## src/rtl/pwm_seq_pkg.sv

```systemverilog
// pwm_seq_pkg: shared types for the PWM pattern sequencer.
//   pwm_state_e : sequencer FSM states (IDLE/LOAD/RUN/DONE)
//   pwm_entry_t : one pattern-table entry {period, duty, rpt}
//   ENTRY_RST   : value every table entry takes in reset
// Period/duty fields are sized for the widest supported CW; narrower
// instances zero-extend on write and truncate on read.
package pwm_seq_pkg;

  localparam int unsigned PWM_CW_MAX = 32;
  localparam int unsigned RPT_W      = 8;

  typedef enum logic [1:0] {
    IDLE = 2'd0,
    LOAD = 2'd1,
    RUN  = 2'd2,
    DONE = 2'd3
  } pwm_state_e;

  typedef struct packed {
    logic [PWM_CW_MAX-1:0] period;
    logic [PWM_CW_MAX-1:0] duty;
    logic [RPT_W-1:0]      rpt;
  } pwm_entry_t;

  localparam pwm_entry_t ENTRY_RST = '{period: '0, duty: '0, rpt: '0};

endpackage

```

## src/rtl/pwm_seq_table.sv

```systemverilog
// pwm_seq_table: DEPTH x pwm_entry_t register file for the sequencer.
// Ports:
//   HCLK, HRESETn : clock, async active-low reset (all entries cleared)
//   i_we, i_waddr, i_wdata : single write port
//   i_raddr, o_rdata_c     : asynchronous (combinational) read port
module pwm_seq_table
  import pwm_seq_pkg::*;
#(
  parameter int unsigned DEPTH = 4
) (
  input  logic                       HCLK,
  input  logic                       HRESETn,
  input  logic                       i_we,
  input  logic [$clog2(DEPTH)-1:0]   i_waddr,
  input  pwm_entry_t                 i_wdata,
  input  logic [$clog2(DEPTH)-1:0]   i_raddr,
  output pwm_entry_t                 o_rdata_c
);

  pwm_entry_t r_mem [DEPTH];

  // Storage: cleared in reset, one entry written per cycle
  always_ff @(posedge HCLK or negedge HRESETn) begin
    if (!HRESETn) begin
      for (int i = 0; i < int'(DEPTH); i++) begin
        r_mem[i] <= ENTRY_RST;
      end
    end else if (i_we) begin
      r_mem[i_waddr] <= i_wdata;
    end
  end

  assign o_rdata_c = r_mem[i_raddr];

endmodule

```

## src/rtl/pwm_sequencer.sv

```systemverilog
// pwm_sequencer: plays a table of PWM entries {period, duty, rpt} in order,
// optionally looping, with one low LOAD cycle between entries.
// Ports:
//   HCLK, HRESETn          : clock, async active-low reset
//   cfg_we/addr/period/duty/rpt : pattern-table write port (any state)
//   num_entries, loop_en   : entries to play (clamped to DEPTH), wrap enable
//   start, stop            : command pulses (stop wins)
//   pwm_o, busy_o, entry_o, done_o : registered status/waveform
//   irq_clr, irq_o         : only when PWM_SEQ_IRQ_EN is defined; sticky
//                            completion/loop-wrap interrupt
module pwm_sequencer
  import pwm_seq_pkg::*;
#(
  parameter int unsigned DEPTH = 4,
  parameter int unsigned CW    = 16
) (
  input  logic                       HCLK,
  input  logic                       HRESETn,
  input  logic                       cfg_we,
  input  logic [$clog2(DEPTH)-1:0]   cfg_addr,
  input  logic [CW-1:0]              cfg_period,
  input  logic [CW-1:0]              cfg_duty,
  input  logic [7:0]                 cfg_rpt,
  input  logic [$clog2(DEPTH):0]     num_entries,
  input  logic                       loop_en,
  input  logic                       start,
  input  logic                       stop,
  output logic                       pwm_o,
  output logic                       busy_o,
  output logic [$clog2(DEPTH)-1:0]   entry_o,
  output logic                       done_o
`ifdef PWM_SEQ_IRQ_EN
  ,
  input  logic                       irq_clr,
  output logic                       irq_o
`endif
);

  localparam int unsigned AW = $clog2(DEPTH);
  localparam int unsigned NW = AW + 1;

  pwm_state_e        r_state, w_state_nxt;
  logic [AW-1:0]     r_idx, w_idx_nxt;
  logic [CW-1:0]     r_period, r_duty, r_cnt;
  logic [RPT_W-1:0]  r_rpt, r_rpt_cnt;
  logic              r_pwm, r_busy, r_done;
  logic [NW-1:0]     w_num;
  logic              w_wrap;
  logic              w_loop_wrap;
  pwm_entry_t        w_wdata, w_rd;
  logic              w_unused_rd;

  assign w_wdata = '{period: PWM_CW_MAX'(cfg_period),
                     duty:   PWM_CW_MAX'(cfg_duty),
                     rpt:    cfg_rpt};

  pwm_seq_table #(.DEPTH(DEPTH)) u_table (
    .HCLK      (HCLK),
    .HRESETn   (HRESETn),
    .i_we      (cfg_we),
    .i_waddr   (cfg_addr),
    .i_wdata   (w_wdata),
    .i_raddr   (r_idx),
    .o_rdata_c (w_rd)
  );

  // Upper field bits beyond CW are always zero
  assign w_unused_rd = ^{w_rd.period, w_rd.duty};

  assign w_num  = (num_entries > NW'(DEPTH)) ? NW'(DEPTH) : num_entries;
  // >= keeps the counter bounded even if period shrinks below it
  assign w_wrap = (r_state == RUN) && (r_cnt >= r_period);

  // FSM state register
  always_ff @(posedge HCLK or negedge HRESETn) begin
    if (!HRESETn) begin
      r_state <= IDLE;
      r_idx   <= '0;
    end else begin
      r_state <= w_state_nxt;
      r_idx   <= w_idx_nxt;
    end
  end

  // Next-state and entry-index selection; stop overrides everything
  always_comb begin
    w_state_nxt = r_state;
    w_idx_nxt   = r_idx;
    w_loop_wrap = 1'b0;
    case (r_state)
      IDLE: begin
        if (start && (num_entries != '0)) begin
          w_state_nxt = LOAD;
          w_idx_nxt   = '0;
        end
      end
      LOAD: w_state_nxt = RUN;
      RUN: begin
        if (w_wrap) begin
          if (r_rpt_cnt < r_rpt) begin
            w_state_nxt = RUN;
          end else if ((NW'(r_idx) + NW'(1)) < w_num) begin
            w_idx_nxt   = r_idx + AW'(1);
            w_state_nxt = LOAD;
          end else if (loop_en) begin
            w_idx_nxt   = '0;
            w_state_nxt = LOAD;
            w_loop_wrap = 1'b1;
          end else begin
            w_state_nxt = DONE;
          end
        end
      end
      DONE:    w_state_nxt = IDLE;
      default: w_state_nxt = IDLE;
    endcase
    if (stop) begin
      w_state_nxt = IDLE;
      w_loop_wrap = 1'b0;
    end
  end

  // Active entry, period counter and repeat counter
  always_ff @(posedge HCLK or negedge HRESETn) begin
    if (!HRESETn) begin
      r_period  <= '0;
      r_duty    <= '0;
      r_rpt     <= '0;
      r_cnt     <= '0;
      r_rpt_cnt <= '0;
    end else if (r_state == LOAD) begin
      r_period  <= CW'(w_rd.period);
      r_duty    <= CW'(w_rd.duty);
      r_rpt     <= w_rd.rpt;
      r_cnt     <= '0;
      r_rpt_cnt <= '0;
    end else if (r_state == RUN) begin
      if (w_wrap) begin
        r_cnt <= '0;
        if (r_rpt_cnt < r_rpt) begin
          r_rpt_cnt <= r_rpt_cnt + RPT_W'(1);
        end
      end else begin
        r_cnt <= r_cnt + CW'(1);
      end
    end
  end

  // Registered outputs; pwm lags the counter by one cycle
  always_ff @(posedge HCLK or negedge HRESETn) begin
    if (!HRESETn) begin
      r_pwm  <= 1'b0;
      r_busy <= 1'b0;
      r_done <= 1'b0;
    end else begin
      r_pwm  <= (r_state == RUN) && (r_cnt < r_duty);
      r_busy <= (w_state_nxt != IDLE);
      r_done <= (w_state_nxt == DONE);
    end
  end

  assign pwm_o   = r_pwm;
  assign busy_o  = r_busy;
  assign done_o  = r_done;
  assign entry_o = r_idx;

`ifdef PWM_SEQ_IRQ_EN
  logic r_irq;

  // Sticky interrupt: set after DONE or on loop wrap, clear has priority
  always_ff @(posedge HCLK or negedge HRESETn) begin
    if (!HRESETn) begin
      r_irq <= 1'b0;
    end else if (irq_clr) begin
      r_irq <= 1'b0;
    end else if ((r_state == DONE) || w_loop_wrap) begin
      r_irq <= 1'b1;
    end
  end

  assign irq_o = r_irq;
`endif

endmodule

```

## config.mk

```make
export PLATFORM = sky130hd
export DESIGN_NAME = pwm_sequencer
export DESIGN_NICKNAME = d
export VERILOG_FILES = /design/src/rtl/pwm_seq_pkg.sv /design/src/rtl/pwm_seq_table.sv /design/src/rtl/pwm_sequencer.sv
export SDC_FILE = /design/constraint.sdc
export NUM_CORES = 1
export LEC_CHECK = 0
export ABC_AREA = 1
export BUFFER_PORTS_ARGS = -buffer_cell sky130_fd_sc_hd__buf_2
export CORE_MARGIN = 8
export CORE_UTILIZATION = 35
export CTS_CLUSTER_DIAMETER = 100
export DETAILED_ROUTE_END_ITERATION = 10
export GPL_TIMING_DRIVEN = 0
export PLACE_DENSITY = 0.53
export SYNTH_ARGS = -nofsm -noshare
export SYNTH_HDL_FRONTEND = slang
export SYNTH_SLANG_ARGS = --single-unit
```

## constraint.sdc

```tcl
create_clock -name HCLK -period 1.94 [get_ports HCLK]
set_input_delay 0.194 -clock HCLK [delete_from_list [all_inputs] [get_ports HCLK]]
set_output_delay 0.194 -clock HCLK [all_outputs]
set_load 0.01 [all_outputs]
```

==> impl_metrics.yaml, run 1 <==
flow_run:
  cap_viol_max_count: 0
logic_synthesis:
  yosysSeqAreaShare_pct: 53.4
  synthMuxAreaShare_pct: 0
  synth_ff_type: "dfrtp_1"
  synth-simple-area-share_pct: 16.3
  synth_seq_cells: 231
  syn-num-nets: 1372
  synth_fa_ha_area_share_pct: 5.32
  yosysWarnings: 0
  synthCells: 1275
  synth_cell_type_count: 35
  synth_edf_count: 0
  synthArstFlopShare_pct: 100
  synthXorXnorAreaFrac_pct: 0.809
  synth_top_family_by_area: "compound AO/OA/AOI/OAI gates"
  synth_compound_area_share_pct: 17.6
  synth_area_um2: 10800
  syn_area_per_cell_um2: 8.49
run_status:
  violations: "negative setup slack"
  status: "finished, violations left"
place:
  dp.cells: 1728
  pre_cts_ws_ns: -0.277
  hpwl_mm: 22.4
  place_congestion: 0.812
  postPlaceCellArea_um2: 11700
  port_buffers: 55
timing:
  drv_slew: 0
  finalSetupTns_ns: -0.0188
  fin_hold_ws_ns: 0.0102
  worst_slew_pin_slew_ns: 0.727
  setup_violations: 3
  finalWorstSetupSlack_ns: -0.00761
  fin_crit_sh_pct: 100
  fmax_ghz: 0.513
  period_needed_ns: 1.95
  relSlewSlack_pct: 51.5
  clock_skew_ns: 0.0276
  rsz0062_at_grt: "true"
  final-hold-violation-count: 0
pwr:
  netSwitchingFraction_pct: 32.0
  p_per_area_nw_per_um2: 1070
  finalPower_mw: 14.4
  internal-power_mw: 9.81
  clkPwrFrac_pct: 32.9
  ir_worst_vdd_mv: 0.767
  p_leak_nw: 6.46
  p_comb_share_pct: 23.8
  switchingPower_mw: 4.62
  seq_power_share_pct: 43.4
floorplanning:
  ios: 56
  start_util_pct: 35.5
  die_w_um: 192
  dieArea_um2: 36800
  coreArea_um2: 30500
  row_count: 64
  die_h_um: 192
route:
  wire_per_inst_um: 18.3
  via_per_inst: 5.11
  drcViolationCount: 0
  vias: 9430
  ant_nets: 0
  wirelength_mm: 33.7
  dr.pass1.iters: 5
  drtIter0Drc: 681
finish:
  nets: 1526
  instances_no_fill: 1844
  layout_common_cells: "o21ai_0, nand2_1, dfrtp_1, nor2_1, inv_1"
  fillCellCount: 3034
  drive_gt1_share_pct: 15.5
  final_util_pct: 44.2
  diodes: 0
  area_delta_synth_final_pct: 24.6
  seq_area_um2: 5800
  final_common_cell: "o21ai_0"
  design_area_um2: 13500
  multi_input_area_um2: 4630
global_routing:
  grt_overflow: 0
  antenna_found_initial: 1
  grt_usage_pct: 18.3
  grt_max_degree: 90
  grt_pass1_wl_mm: 53.1
  grt_pass1_vias: 9340
clock_network:
  clkLatencyLatePin_ns: 0.55
  cts_buffers: 26
  cts_max_level: 1
  cts_tree: "built"
  cts_num_sinks: 231
  cts.reportedPaths.clkPinSlew_ns: 0.06
  clock_path_buffers: 3
  clockRootBuffer: "clkbuf_16"
worst_setup_path:
  critPathKind: "flip-flop to flip-flop"
  cpPeakStageDelay_ns: 0.45
  crit_arrival_ns: 2.37
  critPathBufInv: 2
  path_cells: "ha_1 > nand4_1 > nor3_2 > nand2_2 > nand2_2 > nand2_4 > nand2_4 > inv_4 > nor2_4 > buf_6 > nor2_1"
  critPathTopFamily: "simple AND/OR/NAND/NOR gates"
  worst_setup_path_start_kind: "flip-flop"
  worstPathMaxFanout: 6
  cp_slowest_cell: "dfrtp_2"
  cp.required_ns: 2.36
  cp-end-kind: "flip-flop"
min_path:
  hp-class: "input port to flip-flop"
## cells in the mapped netlist (2+ instances only)
library cell	instances	area share [%]
a21oi_1	24	1.1
a31oi_1	2	0.12
buf_1	5	0.17
buf_2	2	0.093
buf_6	2	0.21
clkbuf_1	59	2.0
dfrtp_1	231	53
ha_1	46	5.3
inv_1	111	3.9
inv_2	2	0.069
nand2_1	276	9.6
nand3_1	19	0.88
nand3b_1	4	0.28
nand4_1	3	0.17
nor2_1	113	3.9
nor3_1	12	0.56
o21a_1	2	0.14
o21ai_0	298	14
o22ai_1	38	2.2
o31ai_1	2	0.14
or2_2	2	0.12
xor2_1	9	0.73
## worst paths after layout
| check | startpoint | slack, ns | cells past startpoint | endpoint |
|---|---|---|---|---|
| worst max-delay path | r_cnt[8]$_DFFE_PN0P_ | -0.008 | 11 | r_cnt[4]$_DFFE_PN0P_ |
| worst min-delay path | cfg_duty[2] | 0.01 | 3 | u_table.r_mem[82]$_DFFE_PN0P_ |
| worst max register to register | r_cnt[8]$_DFFE_PN0P_ | -0.008 | 11 | r_cnt[4]$_DFFE_PN0P_ |
| worst min register to register | u_table.r_mem[82]$_DFFE_PN0P_ | 0.48 | 2 | u_table.r_mem[82]$_DFFE_PN0P_ |
| max in group asynchronous | HRESETn | 0.86 | 3 | u_table.r_mem[16]$_DFFE_PN0P_ |
| min in group asynchronous | HRESETn | 0.24 | 2 | r_rpt_cnt[6]$_DFFE_PN0P_ |
## what timing repair did
item                                    in CTS  in global routing
hold buffers                                41                  0
pin swaps                                    7                  8
gates cloned                                 1                  0
gates resized for setup                     40                 85
endpoints found under the setup margin      52                 53
endpoints found under the hold margin      224                  0
setup buffers                               14                 14
## layer usage
metal	global-route usage, %	wire length, um	vias to the layer above
met4	4.80	758	2
met5	0	13	-
met2	29.2	15500	221
met3	3.14	1520	44
li1	-	-	4509
met1	25.4	15900	4654
## worst reg2reg max path, cell delays in order (launching register included)
cell     delay, ns
dfrtp_2       0.45
ha_1          0.29
nand4_1       0.11
nor3_2        0.21
nand2_2       0.10
nand2_2       0.09
nand2_4       0.06
nand2_4       0.10
inv_4         0.05
nor2_4        0.16
buf_6         0.17
nor2_1        0.05
## power by group through the flow
stage | logic, mW | clock network, mW | registers, mW
CTS | 3.24 | 4.83 | 6.23
detailed placement | 2.93 | 0 | 6.32
global placement | 2.83 | 0 | 6.32
finish | 3.43 | 4.75 | 6.26
floorplan | 2.02 | 0 | 6.18
global route | 3.98 | 5.02 | 6.36
## final cells by class
class,count,share of cell area (%)
Clock inverter,6,0.408
Sequential cell,231,43.0
Multi-Input combinational cell,861,34.4
Buffer,67,2.30
Clock buffer,41,5.69
Timing Repair Buffer,127,7.30
Inverter,115,3.26
Tap cell,396,3.68
## flip-flops by register name, indices dropped and copies added, names as in the netlist
signal,count
r_period,16
r_rpt,8
r_cnt,16
pwm_o,1
r_duty,16
r_state,2
r_rpt_cnt,8
busy_o,1
done_o,1
entry_o,2
u_table.r_mem,160
## kinds of logic (layout without fill, tap and decap cells)
| family | Yosys count | after routing |
|---|---|---|
| AND/OR/NAND/NOR | 437 | 437 |
| AO/OA/AOI/OAI | 368 | 368 |
| flip-flops | 231 | 231 |
| buffers and inverters | 183 | 356 |
| adder cells (fa/ha/maj) | 46 | 46 |
| XOR/XNOR | 10 | 10 |
Note: power is estimated with default switching activity, not from simulation.
==> inputs of run 2 (changes only) <==
--- a/config.mk
+++ b/config.mk
@@ -14,4 +14,5 @@
 export GPL_TIMING_DRIVEN = 0
 export PLACE_DENSITY = 0.53
+export SKIP_LAST_GASP = 1
 export SYNTH_ARGS = -nofsm -noshare
 export SYNTH_HDL_FRONTEND = slang
==> constraint.sdc (replaced) <==
create_clock -name HCLK -period 1.94 [get_ports HCLK]
set_input_delay 0.194 -clock HCLK [delete_from_list [all_inputs] [get_ports HCLK]]
set_output_delay 0.194 -clock HCLK [all_outputs]
set_load 0.05 [all_outputs]
==> run 2 against run 1 <==
The flow still finishes with violations (negative setup slack). Sequential cell count is the same. Clock power grew 12%. Sequential power is essentially flat. Die area is the same.
==> impl_metrics.yaml, run 2 (synthesized netlist as in run 1, its figures left out) <==
timing:
  finalWorstSetupSlack_ns: -0.0256
  clock_skew_ns: 0.0295
  fmax_ghz: 0.509
  fin_crit_sh_pct: 101
  drv_slew: 0
  final-hold-violation-count: 0
  setup_violations: 10
  relSlewSlack_pct: 55.0
  period_needed_ns: 1.97
  fin_hold_ws_ns: 0.0666
  rsz0062_at_grt: "true"
  worst_slew_pin_slew_ns: 0.675
clock_network:
  clock_path_buffers: 3
  clockRootBuffer: "clkbuf_16"
  cts_max_level: 1
  clkLatencyLatePin_ns: 0.56
  cts_tree: "built"
  cts.reportedPaths.clkPinSlew_ns: 0.06
  cts_buffers: 26
  cts_num_sinks: 231
global_routing:
  grt_usage_pct: 18.2
  grt_max_degree: 96
  antenna_found_initial: 0
  grt_pass1_wl_mm: 53.0
  grt_overflow: 0
  grt_pass1_vias: 9475
route:
  vias: 9293
  wirelength_mm: 33.1
  drtIter0Drc: 649
  drcViolationCount: 0
  dr.pass1.iters: 5
  via_per_inst: 5.04
  wire_per_inst_um: 18.0
  ant_nets: 0
min_path:
  hold_path_depth: 6
  hp-class: "input port to flip-flop"
pwr:
  netSwitchingFraction_pct: 31.4
  p_comb_share_pct: 23.0
  finalPower_mw: 15.0
  ir_worst_vdd_mv: 0.707
  switchingPower_mw: 4.72
  clkPwrFrac_pct: 35.3
  p_leak_nw: 6.49
  seq_power_share_pct: 41.7
  p_per_area_nw_per_um2: 1110
  internal-power_mw: 10.3
worst_setup_path:
  cp.required_ns: 2.36
  critPathKind: "flip-flop to flip-flop"
  crit_arrival_ns: 2.38
  worstPathMaxFanout: 5
  cp-end-kind: "flip-flop"
  worst_setup_path_start_kind: "flip-flop"
  ff2ff_path_depth: 11
floorplanning:
  ios: 56
  coreArea_um2: 30500
  die_w_um: 192
  row_count: 64
  die_h_um: 192
  dieArea_um2: 36800
  start_util_pct: 35.5
finish:
  nets: 1525
  max_flop_register: "u_table.r_mem"
  drive_gt1_share_pct: 16.0
  instances_no_fill: 1844
  final_util_pct: 44.5
  layout_common_cells: "o21ai_0, nand2_1, dfrtp_1, inv_1, nor2_1"
  final_common_cell: "o21ai_0"
  area_delta_synth_final_pct: 25.6
  design_area_um2: 13600
  diodes: 0
  largest_register_ffs: 160
place:
  postPlaceCellArea_um2: 11700
  port_buffers: 55
  place_congestion: 0.808
  dp.cells: 1728
  hpwl_mm: 22.3
flow_run:
  cap_viol_max_count: 0
run_status:
  violations: "negative setup slack"
  status: "finished, violations left"
run 2: cell types whose count changed in the layout (fill, tap and decap cells not counted), sizes merged:
cell,change
clkbuf,-6
bufinv,+3
clkinvlp,+2
buf,-1
clkinv,+1
dlygate4sd3,+1
run 2: final cells by class:
type / count / area (um2)
tap: 396 / 495
buffer: 68 / 307
sequential: 231 / 5790
fill: 3036 / 16900
clock inverter: 12 / 165
clock buffer: 36 / 778
inverter: 115 / 439
multi-input combinational: 861 / 4630
timing repair buffer: 125 / 975
run 2: power groups by stage:
| stage | Combinational [mW] | Clock, mW | Sequential [mW] |
|---|---|---|---|
| after floorplan | 2.02 | 0 | 6.20 |
| after global placement | 2.86 | 0 | 6.32 |
| after detailed placement | 2.94 | 0 | 6.33 |
| after CTS | 3.29 | 5.41 | 6.24 |
| after global routing | 3.99 | 5.59 | 6.37 |
| final | 3.46 | 5.30 | 6.26 |
run 2: what timing repair did:
action | in CTS | in global routing
setup endpoints to repair | 49 | 48
buffers inserted | 15 | 9
gates resized for setup | 45 | 80
hold buffers | 42 | 0
cloned | 1 | 1
pin swaps | 9 | 7
endpoints found under the hold margin | 221 | 0
run 2: metrics by stage:
step	setup WS, ns	setup TNS, ns
global route	-0.131	-2.03
global placement	-4.11	-853.01
CTS	-0.0292	-0.253
detailed placement	-0.227	-4.93
finish	-0.0256	-0.116
floorplan	0.0205	0
run 2: worst paths after layout:
path / from / end / slack (ns)
worst max-delay path: r_cnt[11]$_DFFE_PN0P_ / r_cnt[10]$_DFFE_PN0P_ / -0.03
worst min-delay path: start / done_o$_DFF_PN0_ / 0.07
worst max register to register: r_cnt[11]$_DFFE_PN0P_ / r_cnt[10]$_DFFE_PN0P_ / -0.03
worst min register to register: u_table.r_mem[119]$_DFFE_PN0P_ / u_table.r_mem[119]$_DFFE_PN0P_ / 0.48
max in group asynchronous: HRESETn / u_table.r_mem[75]$_DFFE_PN0P_ / 0.52
min in group asynchronous: HRESETn / r_rpt_cnt[6]$_DFFE_PN0P_ / 0.20
run 2: critical path, stage by stage (launching register included):
cell and delay (ns):
dfrtp_2 0.41, ha_1 0.31, nand4_1 0.11, nor3_2 0.25, nand2_4 0.09, nand2_2 0.08, nand2_2 0.08, nand2_4 0.10
inv_4 0.04, nor2_4 0.16, buf_6 0.16, nor2_1 0.05
run 2: layer usage:
layer	vias up	GRT usage, %	share of wire (%)
li1	4503	-	-
met1	4510	25.4	47
met2	229	29.4	46
met3	51	2.60	4.4
met4	0	4.88	2.4
met5	-	0	0
==> inputs of run 3 (changes only) <==
ABC_AREA = unset   (was 1)
==> run 3 against run 2 <==
The run still ends with negative setup slack left. Count of clock-buffer cells in the layout is 2 higher. Largest power group unchanged. Cell count is 25% lower. Sequential power grew 3.7%. First-iteration DRC count down 36%. Utilization shrank 0.40 points. Synthesized area increased by 1.2%. Global-route usage fell by 3.9 points. Setup slack got worse by 0.52 ns.
==> impl_metrics.yaml, run 3 <==
route:
  dr.pass1.iters: 5
  drtIter0Drc: 416
  vias: 6944
  via_per_inst: 5.00
  wire_per_inst_um: 18.6
  wirelength_mm: 25.8
  drcViolationCount: 0
  ant_nets: 0
logic_synthesis:
  yosys-top-cells-count: "dfrtp_1, mux2_2, nand2_1"
  synth_seq_cells: 231
  synthCells: 828
  synth_area_um2: 10900
  synth_cell_type_count: 53
  synth_ff_type: "dfrtp_1"
  syn_area_per_cell_um2: 13.2
  synth_edf_count: 0
  syn-num-nets: 925
  yosysSeqAreaShare_pct: 52.8
  yosys-top-cells-area: "dfrtp_1, mux2_2, mux4_2, ha_1, o21ai_0"
  yosysMostFrequentCell: "dfrtp_1"
  synthArstFlopShare_pct: 100
  yosysWarnings: 0
  netlist.area_leader.share_pct: 52.8
  yosys.area.top_type: "dfrtp_1"
clock_network:
  clock_path_buffers: 3
  cts.reportedPaths.clkPinSlew_ns: 0.06
  cts_num_sinks: 231
  cts_max_level: 1
  clockRootBuffer: "clkbuf_16"
  clkLatencyLatePin_ns: 0.53
  cts_buffers: 27
  cts_tree: "built"
min_path:
  hp-class: "input port to async pin"
pwr:
  p_per_area_nw_per_um2: 1130
  switchingPower_mw: 4.57
  netSwitchingFraction_pct: 29.9
  clkPwrFrac_pct: 31.6
  ir_worst_vdd_mv: 0.706
  seq_power_share_pct: 42.5
  p_leak_nw: 5.80
  p_comb_share_pct: 25.9
  internal-power_mw: 10.7
worst_setup_path:
  cp-end-kind: "flip-flop"
  ff2ff_path_depth: 9
  critPathKind: "flip-flop to flip-flop"
  crit_arrival_ns: 2.89
  worst_setup_path_start_kind: "flip-flop"
  cp.required_ns: 2.35
  reg2reg_from: "r_cnt[13]$_DFFE_PN0P_"
  timing.rr.end: "entry_o[1]$_DFFE_PN0P_"
  r2r_slack_ns: -0.54
  worstPathMaxFanout: 5
timing:
  fin_crit_sh_pct: 128
  worst_slew_pin_slew_ns: 0.885
  drv_slew: 0
  period_needed_ns: 2.48
  final-hold-violation-count: 0
  relSlewSlack_pct: 41.0
  finalSetupTns_ns: -13.67
  rsz0062_at_grt: "true"
  fmax_ghz: 0.403
  setup_violations: 31
  clock_skew_ns: 0.00776
  finalWorstSetupSlack_ns: -0.541
place:
  hpwl_mm: 17.7
  pre_cts_ws_ns: -0.867
  place_congestion: 0.753
  dp.cells: 1281
  postPlaceCellArea_um2: 11800
  port_buffers: 55
global_routing:
  antenna_found_initial: 0
  grt_max_degree: 110
  grt_pass1_wl_mm: 41.9
  grt_usage_pct: 14.3
  grt_overflow: 0
  grt_pass1_vias: 7428
run_status:
  status: "finished, violations left"
  violations: "negative setup slack"
floorplanning:
  ios: 56
  die_w_um: 193
  start_util_pct: 35.7
  die_h_um: 193
  coreArea_um2: 30700
  row_count: 64
  dieArea_um2: 37200
finish:
  final_util_pct: 44.1
  diodes: 0
  final_common_cell: "dfrtp_1"
  instances_no_fill: 1389
  nets: 1072
  drive_gt1_share_pct: 40.0
  largest_register_ffs: 160
  max_flop_register: "u_table.r_mem"
  layout_common_cells: "dfrtp_1, mux2_2, buf_2, nand2_1, inv_1"
  design_area_um2: 13500
  area_delta_synth_final_pct: 23.6
flow_run:
  cap_viol_max_count: 0
run 3: cells by family after synthesis:
logic type | after synthesis | share of synthesized area, %
multiplexers | 205 | 25.2
AO/OA/AOI/OAI | 102 | 5.99
flip-flops | 231 | 52.8
adder cells (fa/ha/maj) | 46 | 5.26
AND/OR/NAND/NOR | 138 | 6.34
XOR/XNOR | 14 | 1.12
buffers and inverters | 92 | 3.30
run 3: final cells by class:
cell class	count	area, um2
Buffer	41	220
Fill cell	2849	17100
Tap cell	396	495
Timing Repair Buffer	118	918
Clock buffer	38	767
Multi-Input combinational cell	505	5070
Sequential cell	231	5790
Clock inverter	9	80.1
Inverter	51	191
run 3: worst max-delay path: stages (launching register included):
cell and delay [ns]:
dfrtp_1 0.42, ha_4 0.29, nand4_1 0.17, or3_4 0.40, a2111oi_4 0.28, or3_1 0.17
buf_6 0.12, nor2b_4 0.18, a21oi_2 0.07, a221o_1 0.26
run 3: repair_timing:
item,4_1_cts,5_1_grt
hold buffers,42,0
setup endpoints to repair,71,65
buffers inserted,14,4
hold endpoints to repair,285,0
gates cloned,1,0
pin swaps,12,9
gates resized for setup,43,38
run 3: power groups by stage:
stage          logic [mW]  clock network, mW  registers, mW
6_report             3.96               4.83           6.49
5_1_grt              4.42               5.19           6.64
4_1_cts              3.82               4.99           6.49
3_5_place_dp         3.50                  0           6.56
3_3_place_gp         3.39                  0           6.54
2_1_floorplan        2.59                  0           6.41
run 3: worst max path at each step:
stage	start	to	slack, ns	depth (start not counted)
floorplan	r_cnt[13]$_DFFE_PN0P_	entry_o[1]$_DFFE_PN0P_	-0.48	9
global placement	HRESETn	entry_o[0]$_DFFE_PN0P_	-4.07	1
detailed placement	r_rpt_cnt[4]$_DFFE_PN0P_	done_o$_DFF_PN0_	-0.87	7
CTS	r_period[14]$_DFFE_PN0P_	done_o$_DFF_PN0_	-0.53	10
global route	r_cnt[13]$_DFFE_PN0P_	entry_o[1]$_DFFE_PN0P_	-0.63	9
finish	r_cnt[13]$_DFFE_PN0P_	entry_o[1]$_DFFE_PN0P_	-0.54	9
run 3: per-layer routing:
layer	global-route usage (%)	share of wire [%]
met5	0	0
met4	3.03	1.6
met3	2.08	3.2
met2	23.5	49
met1	19.9	47
run 3: metrics by stage:
step | power, mW | hold slack [ns]
6_report | 15.3 | 0.0921
5_1_grt | 16.3 | 0.0856
4_1_cts | 15.3 | 0.0714
3_5_place_dp | 10.1 | 0.0390
3_3_place_gp | 9.94 | 0.390
2_1_floorplan | 9.00 | -0.102
